`config.mk`:
```
export PLATFORM = sky130hd
export DESIGN_NAME = updown_count32_flat
export DESIGN_NICKNAME = d
export VERILOG_FILES = /design/src/rtl/updown_count32_if.sv /design/src/rtl/updown_count32.sv /design/src/flat_wrapper.sv
export SDC_FILE = /design/constraint.sdc
export NUM_CORES = 1
export LEC_CHECK = 0
export ABC_AREA = 1
export BUFFER_PORTS_ARGS = -buffer_cell sky130_fd_sc_hd__buf_2
export CORE_ASPECT_RATIO = 2
export CORE_UTILIZATION = 38
export CTS_BUF_LIST = sky130_fd_sc_hd__clkbuf_16
export DETAILED_ROUTE_END_ITERATION = 7
export PLACE_DENSITY_LB_ADDON = 0.2
export SKIP_LAST_GASP = 1
export SLEW_MARGIN = 5
export SYNTH_ARGS = -nofsm -noshare
export SYNTH_HDL_FRONTEND = slang
export SYNTH_SLANG_ARGS = --single-unit
```
`constraint.sdc`:
```
create_clock -name clk -period 2.1 [get_ports clk]
set_input_delay 0.42 -clock clk [delete_from_list [all_inputs] [get_ports clk]]
set_output_delay 0.42 -clock clk [all_outputs]
set_load 0.05 [all_outputs]
```
`src/rtl/updown_count32_if.sv`:
```
// Counter bench interface: driver-side controls and the registered count/status returned by the DUT.
interface updown_count32_if #(
  parameter int unsigned WIDTH = 32
) ();
  logic             load;
  logic             mode;
  logic [WIDTH-1:0] data;
  logic [WIDTH-1:0] data_out;
  logic             carry;
  logic             borrow;
  logic             ovf;
  logic             zero;

  modport master (
    output load, mode, data,
    input  data_out, carry, borrow, ovf, zero
  );

  modport slave (
    input  load, mode, data,
    output data_out, carry, borrow, ovf, zero
  );
endinterface

```
`src/rtl/updown_count32.sv`:
```
// Loadable up/down counter with registered carry/borrow/sticky-overflow/zero flags.
// Wraps or saturates at the boundaries depending on SAT; every output is a flop.
module updown_count32 #(
  parameter int unsigned      WIDTH   = 32,
  parameter logic [WIDTH-1:0] RST_VAL = '0,
  parameter bit               SAT     = 1'b0
) (
  input  logic              clk,
  input  logic              rst,
  updown_count32_if.slave   bus
);

  logic [WIDTH-1:0] cnt_q, cnt_d;
  logic             carry_q, carry_d;
  logic             borrow_q, borrow_d;
  logic             ovf_q, ovf_d;
  logic             zero_q, zero_d;
  logic             at_max, at_min;

  assign at_max = &cnt_q;
  assign at_min = (cnt_q == '0);

  always_comb begin
    cnt_d    = cnt_q;
    carry_d  = 1'b0;
    borrow_d = 1'b0;
    ovf_d    = ovf_q;
    if (bus.load) begin
      cnt_d = bus.data;
      ovf_d = 1'b0;
    end else if (bus.mode) begin
      if (!at_max) begin
        cnt_d = cnt_q + 1'b1;
      end else begin
        cnt_d   = SAT ? cnt_q : '0;
        carry_d = 1'b1;
      end
    end else begin
      if (!at_min) begin
        cnt_d = cnt_q - 1'b1;
      end else begin
        cnt_d    = SAT ? cnt_q : '1;
        borrow_d = 1'b1;
      end
    end
    if (carry_d || borrow_d) begin
      ovf_d = 1'b1;
    end
    // Derived from next state so the flag lands in the same cycle as the count.
    zero_d = (cnt_d == '0);
  end

  always_ff @(posedge clk or negedge rst) begin
    if (!rst) begin
      cnt_q    <= RST_VAL;
      carry_q  <= 1'b0;
      borrow_q <= 1'b0;
      ovf_q    <= 1'b0;
      zero_q   <= (RST_VAL == '0);
    end else begin
      cnt_q    <= cnt_d;
      carry_q  <= carry_d;
      borrow_q <= borrow_d;
      ovf_q    <= ovf_d;
      zero_q   <= zero_d;
    end
  end

  assign bus.data_out = cnt_q;
  assign bus.carry    = carry_q;
  assign bus.borrow   = borrow_q;
  assign bus.ovf      = ovf_q;
  assign bus.zero     = zero_q;

  // Unknown controls out of reset leave the next state undefined.
  a_ctrl_known: assert property (@(posedge clk) disable iff (!rst) !$isunknown({bus.load, bus.mode}))
    else $error("updown_count32: X on load/mode");

endmodule

```
`src/flat_wrapper.sv`:
```
// flat-port wrapper written by rule: the top's interface ports become plain ports
module updown_count32_flat 
#(
  parameter int unsigned      WIDTH   = 32,
  parameter logic [WIDTH-1:0] RST_VAL = '0,
  parameter bit               SAT     = 1'b0
)
  (clk, rst, bus_load, bus_mode, bus_data, bus_data_out, bus_carry, bus_borrow, bus_ovf, bus_zero);
  updown_count32_if #(.WIDTH(WIDTH)) bus_i ();
  input  logic clk;
  input  logic rst;
  input wire logic [$bits(bus_i.load)-1:0] bus_load;
  input wire logic [$bits(bus_i.mode)-1:0] bus_mode;
  input wire logic [$bits(bus_i.data)-1:0] bus_data;
  output wire logic [$bits(bus_i.data_out)-1:0] bus_data_out;
  output wire logic [$bits(bus_i.carry)-1:0] bus_carry;
  output wire logic [$bits(bus_i.borrow)-1:0] bus_borrow;
  output wire logic [$bits(bus_i.ovf)-1:0] bus_ovf;
  output wire logic [$bits(bus_i.zero)-1:0] bus_zero;
  assign bus_i.load = bus_load;
  assign bus_i.mode = bus_mode;
  assign bus_i.data = bus_data;
  assign bus_data_out = bus_i.data_out;
  assign bus_carry = bus_i.carry;
  assign bus_borrow = bus_i.borrow;
  assign bus_ovf = bus_i.ovf;
  assign bus_zero = bus_i.zero;
  updown_count32 #(.WIDTH(WIDTH), .RST_VAL(RST_VAL), .SAT(SAT)) u_core (.clk(clk), .rst(rst), .bus(bus_i));
endmodule
```
==> results.cfg, run 1 <==
[run_status]
status = complete, but fails checks
failed_checks = setup timing

[timing]
worstMarginPinSlew_ps = 440
hold_violations = 0
timing.final.crit_share_pct = 110
clock_skew_ps = 14.6
timing.fmax_ghz = 0.433
slew_violations = 0
setup_viol = 2
rsz0062_at_grt = true
post-route-min-period_ps = 2310
relSlewSlack_pct = 70.7
layout_setup_ws_ps = -211

[synthesis]
avgSynthCellArea_um2 = 5.50
syn-cell-area_mm2 = 0.00407
ys_seq_elements = 36
synth_seq_area_share_pct = 22.2
ys_types = 35
synth_edf_count = 0
syn_nets = 778
ys.flop_type = dfrtp_1
synthArstFlopShare_pct = 100
yosysWarnings = 0
syn_inst = 739

[worst_setup_path]
crit_fanout = 5
timing.rr.end = u_core.bus.zero$_DFF_PN1_
setup.worst_path.start_class = register
worstRegToRegCells = 17
end_kind = register
reg2reg_from = u_core.bus.data_out[0]$_DFF_PN0_
r2r_slack_ps = -210
timing_worst_setup_path_type = register to register
crit_required_ps = 2330
arrival_ps = 2540

[clock_network]
clk_pin_slew_ps = 60
worst_skew_pair.late_latency_ps = 290
holdBufCountCts = 0
cts_sinks = 36
cts-root-buf = clkbuf_16
clock_path_buffers = 2
cts_buffers = 5
cts_tree = built
ctsHtreeMaxLevel = 2

[placed_design]
port_buffers = 71
dp_hpwl_um = 16700
gp_congestion = 0.993
dp_cells = 1107
dp_slack_ps = -488

[power_and_ir_drop]
ir_worst_vdd_mv = 0.442
p_total_mw = 3.78
power_density_mw_per_mm2 = 567
p_leak_nw = 3.60

[die]
io_pins = 72
die_w_um = 75.1
die_h_um = 148
core-area_mm2 = 0.0105
dieArea_mm2 = 0.0111
start_util_pct = 38.8
row_count = 53

[cells_and_area]
ff_latch_area_um2 = 927
syn2layout_area_growth_pct = 64.3
nNetsFinal = 1046
instances_no_fill = 1145
drive_above_1_share_pct = 45.0
multi_input_comb_area_mm2 = 0.00295
n_fill_cell = 1106
final_core_util_pct = 63.7
antenna_cells = 0

[global_route]
grt_max_degree = 27
grt_usage_pct = 38.3
grt_pass1_vias = 5745
grt_pass1_wl_um = 30200
antenna_found_initial = 0
globalRouteOverflowTotal = 0

[route]
drt-pass1-iter-count = 6
drt_iter0_drc = 315
drc = 0
routed_wl_um = 20600
via_per_inst = 5.14
vias = 5885
wire_per_inst_um = 18.0
ant_nets = 0

[min_path]
hold_path.class = primary input to async pin

[flow_run]
max_cap_violations = 0
-- critical path, cell delays in order (launching register included) --
cell and delay [ps]:
dfrtp_2 470, ha_4 180, nand2_4 60, nor2_4 150, nand2_4 90, nor2_8 140
buf_6 110, nand3_4 60, buf_6 140, nand3_2 60, nand3b_1 100, nand2_1 110
nand2_1 60, inv_1 60, nand2_2 90, nor2_2 110, nand3_2 140, nor2_2 130
-- through the flow --
step                hold WS (ps)  TNS (ps)  instance area (um^2)
floorplan                    124         0                  4080
global route                93.1      -727                  6680
global placement             375     -1000                  5900
detailed placement           379     -1000                  5900
CTS                         76.4      -353                  6320
finish                      76.8      -246                  6680
-- layer usage --
metal / wire length, um / up-vias / global-route usage, %
met4: 2260 / 0 / 34.3
met3: 1010 / 113 / 6.57
li1: - / 2809 / -
met2: 10700 / 248 / 68.0
met1: 6690 / 2715 / 35.3
met5: 0 / - / 0
-- layout make-up --
cell class	count	area share, %
Clock buffer	5	1.87
Tap cell	137	2.57
Multi-Input combinational cell	566	44.2
Clock inverter	3	0.581
Sequential cell	36	13.9
Inverter	116	6.63
Timing Repair Buffer	282	30.3
-- cells in the final DEF (no fill, tap or decap), types with 2 or more instances in the layout --
master,count
nand2_1,217
buf_4,198
inv_1,98
nand3_1,83
nor2_1,80
buf_2,71
nor2_2,32
or2_2,25
nand2_2,24
dfrtp_2,20
o21ai_0,18
nor2_4,17
nand4_1,15
dfrtp_1,15
inv_2,14
nand3_2,10
buf_6,9
nand2_4,8
xor2_1,8
o21ai_1,5
clkbuf_16,5
nor3_1,4
a21oi_1,4
buf_12,4
inv_4,3
nand3_4,2
clkinv_1,2
ha_4,2
-- logic make-up after synthesis --
kind of cell | after synthesis | synth area share, %
AND/OR/NAND/NOR | 523 | 57.8
buffers and inverters | 137 | 13.2
flip-flops | 36 | 22.2
AO/OA/AOI/OAI | 32 | 4.12
XOR/XNOR | 8 | 1.72
adder cells (fa/ha/maj) | 3 | 0.923
-- power by group --
group / switching (mW) / internal, mW
registers: 0.150 / 0.782
logic: 1.19 / 0.786
clock network: 0.324 / 0.555
total: 1.66 / 2.12
-- what timing repair did --
item	4_1_cts	5_1_grt
pin swaps	22	42
endpoints found under the setup margin	11	16
setup buffers	14	18
gates resized for setup	42	75
-- sequential cells by signal, indices dropped and copies added, names as in the netlist --
name and count:
u_core.bus.borrow 1, u_core.bus.ovf 1, u_core.bus.zero 1, u_core.bus.data_out 32, u_core.bus.carry 1
-- how the worst max path moves through the flow --
stage	slack [ps]	startpoint	endpoint
6_report	-210	u_core.bus.data_out[0]$_DFF_PN0_	u_core.bus.zero$_DFF_PN1_
4_1_cts	-200	u_core.bus.data_out[0]$_DFF_PN0_	u_core.bus.zero$_DFF_PN1_
2_1_floorplan	1	u_core.bus.data_out[9]$_DFF_PN0_	u_core.bus.zero$_DFF_PN1_
3_5_place_dp	-490	u_core.bus.data_out[16]$_DFF_PN0_	u_core.bus.zero$_DFF_PN1_
5_1_grt	-320	u_core.bus.data_out[0]$_DFF_PN0_	u_core.bus.zero$_DFF_PN1_
3_3_place_gp	-510	u_core.bus.data_out[16]$_DFF_PN0_	u_core.bus.zero$_DFF_PN1_
-- cell usage after synthesis (3+ instances only) --
cell / instances / area share, %
nor2_4: 5 / 1.4
nand3_2: 3 / 0.74
inv_2: 11 / 1.0
nand4_1: 15 / 2.3
ha_1: 3 / 0.92
dfrtp_1: 35 / 22
nand2_1: 237 / 22
clkbuf_1: 5 / 0.46
a21oi_1: 5 / 0.62
xor2_1: 8 / 1.7
nand2_2: 10 / 1.5
or2_2: 25 / 3.8
nand3_1: 91 / 11
nor3_1: 5 / 0.62
inv_1: 103 / 9.5
buf_2: 9 / 1.1
nor2_2: 12 / 1.8
o21ai_0: 22 / 2.7
nor2_1: 112 / 10
clkbuf_2: 3 / 0.37
Power figures use the tool's default switching activity.
==> run 2, diff against run 1 <==
==> constraint.sdc (replaced) <==
create_clock -name clk -period 2.1 [get_ports clk]
set_input_delay 0.21 -clock clk [delete_from_list [all_inputs] [get_ports clk]]
set_output_delay 0.21 -clock clk [all_outputs]
set_load 0.05 [all_outputs]
==> run 2 against run 1 <==
Compared with the run above:
- the run still ends with setup timing left
- sequential share of layout area is 0.49 points higher
- fmax grew 0.10%
- global-route usage grew 0.52 points
- sequential power grew 1%
- largest power group unchanged
- critical path depth is 1 lower
- largest cell class unchanged
- cell count is 1.2% lower
- register-to-register slack about the same
- worst hold slack got worse by 21 ps
- total power shrank 1.0%
==> results.cfg, run 2 (synthesis gave the netlist of run 1 again) <==
[worst_setup_path]
setup.worst_path.start_class = register
critPathMaxStageDelay_ps = 460
critPathBufInv = 2
crit_slowest_cell = dfrtp_2
timing_worst_setup_path_type = register to register
crit_fanout = 6
crit_required_ps = 2330
r2r_slack_ps = -210
end_kind = register
crit_family = simple AND/OR/NAND/NOR gates
arrival_ps = 2540
crit_chain = ha_4 > nand2_4 > nor2_4 > nand2_4 > nor2_8 > nand3_4 > buf_6 > nand3_2 > nand3b_1 > nand2_2 > nand2_1 > inv_1 > nand2_2 > nor2_4 > nand3_4 > nor2_2

[cells_and_area]
final_common_cell = nand2_1
antenna_cells = 0
layout_common_cells = nand2_1, buf_4, inv_1, nor2_1, nand3_1
drive_above_1_share_pct = 42.7
largest_reg_flops = 32
nNetsFinal = 1032
syn2layout_area_growth_pct = 58.7

[route]
drc = 0
drt-pass1-iter-count = 5
highest_layer = met4
via_per_inst = 5.21
routed_wl_um = 21000
vias = 5888
met3_length_um = 757
met1Wirelength_um = 7100
ant_nets = 0
wl_met2_um = 11200
wire_per_inst_um = 18.5
drt_iter0_drc = 360

[die]
die_w_um = 75.1
dieArea_mm2 = 0.0111
row_count = 53
start_util_pct = 38.8
io_pins = 72
core-area_mm2 = 0.0105
die_h_um = 148

[timing]
worstMarginPinSlew_ps = 955
clock_skew_ps = 9.27
layout_setup_ws_ps = -209
timing.fmax_ghz = 0.433
post-route-min-period_ps = 2310
timing.final.crit_share_pct = 110
slew_violations = 0
hold-worst-slack_ps = 55.4
setup_viol = 4
hold_violations = 0
rsz0062_at_grt = true
relSlewSlack_pct = 36.3

[power_and_ir_drop]
power_density_mw_per_mm2 = 581
p_total_mw = 3.75
p_leak_nw = 3.51
ir_worst_vdd_mv = 0.428

[global_route]
grt_usage_pct = 38.8
antenna_found_initial = 0
globalRouteOverflowTotal = 0
grt_pass1_wl_um = 30600
grt_max_degree = 37
grt_pass1_vias = 5798

[run_status]
failed_checks = setup timing
status = complete, but fails checks

[clock_network]
worst_skew_pair.late_latency_ps = 300
cts-root-buf = clkbuf_16
cts_buffers = 5
cts_sinks = 36
clk_pin_slew_ps = 70
clock_path_buffers = 2
ctsHtreeMaxLevel = 2
cts_tree = built

[placed_design]
dp_hpwl_um = 16900
gp_congestion = 1.01
port_buffers = 71

[flow_run]
max_cap_violations = 0

[min_path]
hold_path.class = primary input to async pin
==> run 2: through the flow <==
step | worst slack, ps | area (um^2) | TNS [ps] | cells | utilization (%)
after CTS | -168 | 6240 | -267 | 1120 | 59.6
final | -209 | 6450 | -324 | 1131 | 61.6
after global placement | -431 | 5820 | -596 | 1101 | 55.6
after floorplan | 1.03 | 4080 | 0 | 739 | -
after global routing | -295 | 6450 | -834 | 1131 | 61.6
after detailed placement | -406 | 5820 | -571 | 1101 | 55.6
==> run 2: report_power, final <==
part | total [mW] | internal [mW] | switching (mW)
Combinational | 1.92 | 0.734 | 1.18
Sequential | 0.942 | 0.782 | 0.160
Clock | 0.887 | 0.555 | 0.332
==> run 2: final timing paths <==
check | start | to | depth (start not counted)
min reg2reg | u_core.bus.ovf$_DFFE_PN0P_ | u_core.bus.ovf$_DFFE_PN0P_ | 1
max | u_core.bus.data_out[0]$_DFF_PN0_ | u_core.bus.zero$_DFF_PN1_ | 16
max reg2reg | u_core.bus.data_out[0]$_DFF_PN0_ | u_core.bus.zero$_DFF_PN1_ | 16
max in group asynchronous | rst | u_core.bus.data_out[16]$_DFF_PN0_ | 1
min in group clk | bus_data[26] | u_core.bus.data_out[26]$_DFF_PN0_ | 3
min | rst | u_core.bus.data_out[29]$_DFF_PN0_ | 1
==> run 2: cell type report <==
class	count	area (um^2)
Fill cell	1087	4030
Inverter	116	444
Clock buffer	5	125
Clock inverter	3	38.8
Multi-Input combinational cell	566	2890
Timing Repair Buffer	268	1850
Tap cell	137	171
Sequential cell	36	927
==> run 2: timing repair <==
item                                    CTS  global route
pin swaps                                29            22
endpoints found under the setup margin    7            18
resized for setup                        51            42
hold buffers                              0             0
buffers inserted                         13            11
cloned                                    0             0
==> run 2: per-layer routing <==
layer  up-vias  global-route usage, %
li1       2784                      -
met1      2773                   37.0
met2       246                   72.1
met3        85                   4.27
met4         0                   28.8
met5         -                      0
==> run 3, diff against run 2 <==
--- a/config.mk
+++ b/config.mk
@@ -12,7 +12,6 @@
 export CTS_BUF_LIST = sky130_fd_sc_hd__clkbuf_16
 export DETAILED_ROUTE_END_ITERATION = 7
 export PLACE_DENSITY_LB_ADDON = 0.2
-export SKIP_LAST_GASP = 1
 export SLEW_MARGIN = 5
 export SYNTH_ARGS = -nofsm -noshare
 export SYNTH_HDL_FRONTEND = slang
==> run 3 against run 2 <==
Compared with the run above:
- the flow still finishes with violations (setup timing)
- via count increased by 0.17%
- combinational power about the same
- clock-buffer cell count unchanged
- critical endpoint unchanged
==> results.cfg, run 3 (synthesis gave the netlist of run 1 again) <==
[run_status]
status = complete, but fails checks
failed_checks = setup timing

[clock_network]
cts-root-buf = clkbuf_16
clk_pin_slew_ps = 70
cts_buffers = 5
ctsHtreeMaxLevel = 2
clock_path_buffers = 2
holdBufCountCts = 0
cts_sinks = 36
cts_tree = built
worst_skew_pair.late_latency_ps = 300

[route]
vias = 5898
wire_per_inst_um = 18.6
ant_nets = 0
via_per_inst = 5.22
routed_wl_um = 21000
drt_iter0_drc = 357
drt-pass1-iter-count = 7
drc = 0

[timing]
timing.fmax_ghz = 0.434
worstMarginPinSlew_ps = 966
relSlewSlack_pct = 35.6
post-route-min-period_ps = 2300
clock_skew_ps = 10.2
setup_viol = 3
slew_violations = 0
layout_setup_ws_ps = -202
timing.final.crit_share_pct = 110
hold_violations = 0
rsz0062_at_grt = true

[cells_and_area]
final_core_util_pct = 61.5
instances_no_fill = 1129
nNetsFinal = 1030
drive_above_1_share_pct = 42.7
antenna_cells = 0
largest_reg_flops = 32
syn2layout_area_growth_pct = 58.6
final_common_cell = nand2_1
layout_common_cells = nand2_1, buf_4, inv_1, nor2_1, nand3_1

[power_and_ir_drop]
ir_worst_vdd_mv = 0.428
p_clk_share_pct = 23.6
combPwrFrac_pct = 51.3
switchingPower_mw = 1.67
seqPwrFrac_pct = 25.1
power_density_mw_per_mm2 = 581
p_int_mw = 2.07
p_sw_share_pct = 44.7
p_leak_nw = 3.51

[placed_design]
port_buffers = 71
dp_hpwl_um = 16900
gp_congestion = 1.01
dp_cells = 1101

[flow_run]
max_cap_violations = 0

[global_route]
grt_max_degree = 37
globalRouteOverflowTotal = 0
grt_usage_pct = 38.8
grt_pass1_wl_um = 30600
grt_pass1_vias = 5798
antenna_found_initial = 0

[die]
die_h_um = 148
die_w_um = 75.1
core-area_mm2 = 0.0105
dieArea_mm2 = 0.0111
start_util_pct = 38.8
row_count = 53
io_pins = 72

[worst_setup_path]
crit_required_ps = 2330
crit_slowest_cell = dfrtp_2
timing_worst_setup_path_type = register to register
crit_family = simple AND/OR/NAND/NOR gates
crit_fanout = 6
end_kind = register
crit_chain = ha_4 > nand2_4 > nor2_4 > nand2_4 > nor2_8 > nand3_4 > buf_6 > nand3_2 > nand3b_1 > nand2_2 > nand2_1 > inv_1 > nand2_2 > nor2_4 > nand3_4 > nor2_2
arrival_ps = 2530
setup.worst_path.start_class = register
critPathMaxStageDelay_ps = 460
critPathBufInv = 2

[min_path]
hold_path.class = primary input to async pin
==> run 3: cell types whose count changed in the layout (fill, tap and decap cells not counted) <==
cell / previous run / this run
buf_4: 190 / 187
inv_2: 14 / 15
nand3_2: 5 / 6
nand2_2: 23 / 22
buf_6: 6 / 7
inv_1: 99 / 98
nand3_1: 85 / 84
nand2_4: 9 / 10
==> run 3: power groups by stage <==
stage / Sequential (mW) / Clock, mW / Combinational [mW]
2_1_floorplan: 1.17 / 0 / 0.648
3_3_place_gp: 0.930 / 0 / 1.73
3_5_place_dp: 0.932 / 0 / 1.74
4_1_cts: 0.930 / 0.890 / 1.84
5_1_grt: 0.942 / 0.913 / 2.04
6_report: 0.941 / 0.883 / 1.92
==> run 3: layer usage <==
layer,wire (um),up-vias,global-route usage (%)
li1,-,2780,-
met1,6990,2780,37.0
met2,11200,248,72.1
met3,857,90,4.27
met4,1920,0,28.8
met5,0,-,0
==> run 3: repair_timing <==
item                       CTS  global route
gates resized for setup     52            45
pin swaps                   29            20
hold endpoints to repair     0             0
buffers inserted            13             9
setup endpoints to repair    7            15
==> run 3: per-stage QoR <==
step                setup WS, ps  power [mW]  TNS (ps)  hold WS [ps]  cell area [um^2]
floorplan                   1.03        1.81         0         -85.6              4080
global placement            -431        2.66      -596           389              5820
detailed placement          -406        2.67      -571           401              5820
CTS                         -168        3.66      -267          96.1              6240
global route                -295        3.90      -785           130              6450
finish                      -202        3.75      -320          65.8              6450
==> run 3: path summary, 6_finish.rpt <==
kind | endpoint | cells after the start | start | slack [ps]
setup / recovery | u_core.bus.zero$_DFF_PN1_ | 16 | u_core.bus.data_out[0]$_DFF_PN0_ | -200
hold / removal | u_core.bus.data_out[29]$_DFF_PN0_ | 1 | rst | 70
setup reg to reg | u_core.bus.zero$_DFF_PN1_ | 16 | u_core.bus.data_out[0]$_DFF_PN0_ | -200
hold reg to reg | u_core.bus.ovf$_DFFE_PN0P_ | 1 | u_core.bus.ovf$_DFFE_PN0P_ | 500
max in group asynchronous | u_core.bus.data_out[24]$_DFF_PN0_ | 1 | rst | 1350
min in group clk | u_core.bus.data_out[26]$_DFF_PN0_ | 3 | bus_data[26] | 180
==> run 3: layout make-up <==
| type | instances | area (um^2) |
|---|---|---|
| fill | 1086 | 4030 |
| multi-input combinational | 566 | 2900 |
| timing repair buffer | 266 | 1840 |
| sequential | 36 | 927 |
| inverter | 116 | 444 |
| tap | 137 | 171 |
| clock buffer | 5 | 125 |
| clock inverter | 3 | 38.8 |
==> run 3: worst reg2reg max path: stages, from the launching register on <==
cell	delay [ps]
dfrtp_2	460
ha_4	180
nand2_4	60
nor2_4	210
nand2_4	110
nor2_8	160
nand3_4	110
buf_6	170
nand3_2	50
nand3b_1	100
nand2_2	100
nand2_1	50
inv_1	60
nand2_2	90
nor2_4	110
nand3_4	110
nor2_2	120
